[src/rtl/bus_arbiter88.sv]
// bus_arbiter88: single-port memory arbiter between the 8088-class core and
// one DMA requester. DMA bursts are capped at BURST_MAX transfers, and the
// core is guaranteed at least max(CPU_SLOT,1) advance cycles between grants.
module bus_arbiter88 #(
  parameter int BURST_MAX = 16,
  parameter int CPU_SLOT  = 4
) (
  input  logic        clock,
  input  logic        reset,
  input  logic        pll_locked,
  input  logic [19:0] cpu_address,
  input  logic [7:0]  cpu_data,
  input  logic        cpu_wreq,
  output logic        cpu_locked,
  input  logic        dma_req,
  input  logic [19:0] dma_address,
  input  logic [7:0]  dma_data,
  input  logic        dma_wreq,
  output logic        dma_grant,
  output logic [7:0]  dma_rdata,
  output logic [19:0] mem_address,
  output logic [7:0]  mem_out,
  output logic        mem_wreq,
  input  logic [7:0]  mem_in
);

  localparam logic [0:0] S_CPU = 1'b0;
  localparam logic [0:0] S_DMA = 1'b1;

  logic [0:0] owner;
  logic [7:0] slot_cnt;
  logic [7:0] burst_cnt;
  logic [7:0] slot_nxt;
  logic       dma_sel;
  logic       burst_last;

  // Slot counter after this edge's decrement; the re-grant test looks at this
  // value so a full CPU_SLOT of locked cycles elapses before the grant cycle.
  always_comb begin
    slot_nxt = slot_cnt;
    if (pll_locked && (slot_cnt != 8'd0))
      slot_nxt = slot_cnt - 8'd1;
  end

  // Reset hands the port to the core immediately, even mid-burst.
  assign dma_sel    = (owner == S_DMA) && !reset;
  assign burst_last = (burst_cnt == 8'(BURST_MAX - 1));

  // Memory port mux; the non-owner's write strobe never reaches memory.
  always_comb begin
    mem_address = cpu_address;
    mem_out     = cpu_data;
    mem_wreq    = cpu_wreq && !reset;
    if (dma_sel) begin
      mem_address = dma_address;
      mem_out     = dma_data;
      mem_wreq    = dma_wreq;
    end
  end

  assign cpu_locked = (owner == S_CPU) && pll_locked && !reset;
  assign dma_grant  = dma_sel;
  assign dma_rdata  = mem_in;

  // Ownership FSM with CPU-slot and DMA-burst counters.
  always_ff @(posedge clock) begin
    if (reset) begin
      owner     <= S_CPU;
      slot_cnt  <= 8'(CPU_SLOT);
      burst_cnt <= 8'd0;
    end else if (owner == S_CPU) begin
      slot_cnt <= slot_nxt;
      if (dma_req && (slot_nxt == 8'd0)) begin
        owner     <= S_DMA;
        burst_cnt <= 8'd0;
      end
    end else begin
      // Every edge with dma_req high is one completed transfer.
      if (dma_req)
        burst_cnt <= burst_cnt + 8'd1;
      // Idle request or the final transfer of a capped burst: one exit.
      if (!dma_req || burst_last) begin
        owner    <= S_CPU;
        slot_cnt <= 8'(CPU_SLOT);
      end
    end
  end

endmodule

[config.mk]
export PLATFORM = sky130hd
export DESIGN_NAME = bus_arbiter88
export DESIGN_NICKNAME = d
export VERILOG_FILES = /design/src/rtl/bus_arbiter88.sv
export SDC_FILE = /design/constraint.sdc
export NUM_CORES = 1
export LEC_CHECK = 0
export ABC_AREA = 1
export BUFFER_PORTS_ARGS = -buffer_cell sky130_fd_sc_hd__buf_2
export CORE_MARGIN = 1
export CORE_UTILIZATION = 30
export CTS_BUF_LIST = sky130_fd_sc_hd__clkbuf_16
export DETAILED_ROUTE_END_ITERATION = 6
export GPL_TIMING_DRIVEN = 0
export PLACE_DENSITY = 0.61
export SYNTH_ARGS = -nofsm -noshare
export SYNTH_HDL_FRONTEND = slang
export SYNTH_SLANG_ARGS = --single-unit
[constraint.sdc]
create_clock -name clock -period 1.7 [get_ports clock]
set_input_delay 0.425 -clock clock [delete_from_list [all_inputs] [get_ports clock]]
set_output_delay 0.425 -clock clock [all_outputs]
set_load 0.02 [all_outputs]
# Yosys cells after proc, flatten, opt, wreduce, memory -nomap -nowiden
# Index checks and enable logic that the tools add are counted.
# totals
regBits	17
output_inout_bits	39
word_cells	34
# op_classes
n_addsub	2
eq_ne	3
mux	12
n_bitwise	1
reduce_logical	13
# op_table
op	n
two-way mux 8 bit	7
two-way mux 20 bit	1
adder 8 x 1 -> 8 bit, second input constant	1
== test 8 x 4 -> 1 bit, second input constant	1
logical NOT 8 bit	1
nonzero test 8 bit	1
subtractor 8 x 1 -> 8 bit, second input constant	1
logical AND 1 bit	6
two-way mux 1 bit	4
logical NOT 1 bit	2
inequality test 2 x 1 -> 1 bit, second input constant	1
inequality test 2 bit, second input constant	1
AND reduction 2 bit	1
nonzero test 2 bit	1
logical OR 1 bit	1
NOT 1 bit	1

# Logic depth before layout (Yosys ltp)
# logic_depth
depth_word	7
ltp_mapped	14

# Worst setup path before layout
# No wires, ideal clock.
# synth_path
kind	input to output
start	input reset
end	output mem_address[17]
t_arrival_ns	1.306
required_time_ns	1.275
path_slack_ns	-0.031
path_stages	4
path_cell_list	nor2_1 -> clkbuf_1 -> nand2_1 -> nand2_1
# synth_between
elab_chain_cells	3
# synth_lines
item	line	text
start: declaration	9	input logic reset,
logical NOT 1 bit	46	assign dma_sel = (owner == S_DMA) && !reset;
logical AND 1 bit	46	
named net dma_grant	19	output logic dma_grant,
two-way mux 20 bit	54	if (dma_sel) begin
end: declaration	21	output logic [19:0] mem_address,
# The timed path passes the listed nets, and every way through them passes these cells.

# Final worst setup path
# layout_path
start	register owner
end	output mem_address[16]
# layout_between
elab_chain_cells	2
# layout_lines
item	line	text
start: declaration	30	logic [0:0] owner;
start signal: assignment	68	owner <= S_CPU;
start signal: assignment	74	owner <= S_DMA;
start signal: assignment	83	owner <= S_CPU;
logical AND 1 bit	46	
two-way mux 20 bit	54	
# No other way between the ends.

==> flow_summary.toml <==
[yosys]
yosys-top-cells-area = "nand2_1, dfxtp_1, inv_1"
yosys.cell_types.count = 22
ys_async_sr_fraction_pct = 0
yosys.area.top_type = "nand2_1"
yosysWarnings = 0
synth_common_cells = "nand2_1, inv_1, nor2_1"
synth-seq-area-share_pct = 21.4
synth_edf_count = 0
synth_fp_nets = 368
synth_top_area_share_pct = 34.3
yosysMostFrequentCell = "nand2_1"
synth_area_per_cell_um2 = 5.39
synth_area_um2 = 1590
netlist_instances = 295
yosys_most_used_dff = "dfxtp_1"
synth_seq_cells = 17

[sta]
post-route-period-util_pct = 102
worstMarginPinSlew_ps = 472
slew_headroom_pct = 68.5
setup_viol = 27
fin_crit_ps = 1730
rsz0062_at_grt = "yes"
finalHoldViolations = 0
worst_slack_ps = -31.8
fmax_mhz = 577
final_max_slew_viol_count = 0
fin_tns_setup_ps = -388
skew_ps = 2.90

[global_routing]
grt.total_usage_pct = 15.9
grt_pass1_wl_um = 6980
grt_antenna_before_repair = 0
grt_max_degree = 11
grt_pass1_vias = 1634
grt-ovfl-total = 0

[final_layout]
syn_to_final_growth_pct = 72.0
nets = 483
fin_cells = 479
fill_cells = 526
drive_gt1_share_pct = 48.7
diodes = 0
final_util_pct = 53.5

[power]
pwr-share-comb_pct = 55.8
switchingPower_uw = 960
sw_frac_of_total_pct = 42.2
clkPwrFrac_pct = 20.7
p_seq_share_pct = 23.5
leakage_nw = 1.45
power_mw = 2.27
power_density_nw_per_um2 = 832
intPower_mw = 1.31
ir_worst_vdd_v = 0.000357

[setup_path]
critPathKind = "flop to output port"
arrival_ps = 1310
rr_worst_depth = 12
end_kind = "output port"
cp_data_required_time_ps = 1270
critPathMaxFanout = 6
startpoint_type = "flop"

[clocking]
clk_path_buf_depth = 2
clk_pin_slew_ps = 50
clkLatencyLatePin_ps = 250
cts_tree = "yes"
cts_buffers = 3
numClockSinks = 17
cts_max_level = 1
holdBufCountCts = 0
cts_root_buf = "clkbuf_16"

[detailed_routing]
routed_via_density = 4.50
num_vias = 2156
drc = 0
ant_nets = 0
drtPass1Iterations = 4
drtIter0Drc = 87
routed_wl_um = 5110
wire_per_inst_um = 10.7

[die]
die_h_um = 74.8
row_count = 26
fp.dieW_um = 74.8
core_um2 = 5110
die_area_um2 = 5590
io_pins = 109
initial_core_util_pct = 31.1

[place]
gp_congestion = 0.748
io_buffers = 100
dp_cells = 465
dp_hpwl_um = 3690

[outcome]
violations = "negative setup slack"
outcome = "finished, violations left"

[flow_run]
maxCapViolCount = 0

[worst_hold_path]
holdPathStages = 2
min_path_type = "input port to flop"
==> cells in the final DEF (no fill, tap or decap), types with 10 or more instances in the layout <==
cell type,instances
buf_6,21
nand3_1,10
nand2_4,10
nand2_1,108
dfxtp_1,12
buf_4,16
nor2_1,17
a21oi_1,15
inv_1,28
nand2_2,33
buf_2,81
==> kinds of logic (layout without fill, tap and decap cells) <==
kind of cell             count (synthesis)  in the layout  synth area share [%]
AND/OR/NAND/NOR                        205            205                  54.9
XOR/XNOR                                 1              1                 0.551
buffers and inverters                   46            160                  12.8
adder cells (fa/ha/maj)                  3              3                  2.36
AO/OA/AOI/OAI                           23             23                  8.03
flip-flops                              17             17                  21.4
==> per-layer routing <==
| layer | global-route usage (%) | vias to the layer above | part of all wire, % |
|---|---|---|---|
| met3 | 2.41 | 2 | 4.5 |
| li1 | - | 1130 | - |
| met4 | 3.77 | 0 | 0.57 |
| met5 | 0 | - | 0 |
| met1 | 21.3 | 959 | 43 |
| met2 | 27.0 | 65 | 52 |
==> worst paths after layout <==
| kind | start | endpoint | slack, ps |
|---|---|---|---|
| hold / removal | reset | slot_cnt[7] | 430 |
| setup / recovery | owner | mem_address[16] | -30 |
| hold reg to reg | burst_cnt[3] | burst_cnt[3] | 500 |
| setup reg to reg | slot_cnt[0] | burst_cnt[4] | -10 |
==> layout make-up <==
class	instances	area, um^2	area share [%]
Inverter	31	121	4.44
Multi-Input combinational cell	232	1250	45.9
Sequential cell	17	347	12.7
Clock inverter	1	5.00	0.183
Buffer	15	141	5.17
Clock buffer	3	75.1	2.75
Timing Repair Buffer	110	702	25.7
Tap cell	70	87.6	3.20
==> sequential cells by signal, summed over array words and instances (netlist names) <==
name       cells
owner          1
burst_cnt      8
slot_cnt       8
==> power groups by stage <==
stage | sequential [mW] | combinational [mW] | clock, mW
floorplan | 0.512 | 0.726 | 0
global placement | 0.527 | 0.971 | 0
detailed placement | 0.529 | 0.977 | 0
CTS | 0.526 | 1.15 | 0.488
global route | 0.544 | 1.39 | 0.507
finish | 0.534 | 1.27 | 0.470
==> critical path: stages (launching register included) <==
cell and delay (ps):
dfxtp_2 330, inv_2 50, nor2_4 170, inv_4 100
buf_8 160, nand2_4 50, nand2_2 60, buf_6 130
==> repair_timing <==
item                       4_1_cts  5_1_grt
pin swaps                        8       17
gates cloned                     1        0
setup buffers                    8        1
resized for setup               58       73
setup endpoints to repair       39       38
==> per-stage QoR <==
step / setup WS, ps / hold slack, ps / instance area [um^2]
2_1_floorplan: 80.4 / 458 / 1590
3_3_place_gp: -280 / 478 / 2180
3_5_place_dp: -275 / 482 / 2180
4_1_cts: -28.6 / 420 / 2510
5_1_grt: -115 / 437 / 2730
6_report: -31.8 / 431 / 2730
(Power assumes the default switching activity.)
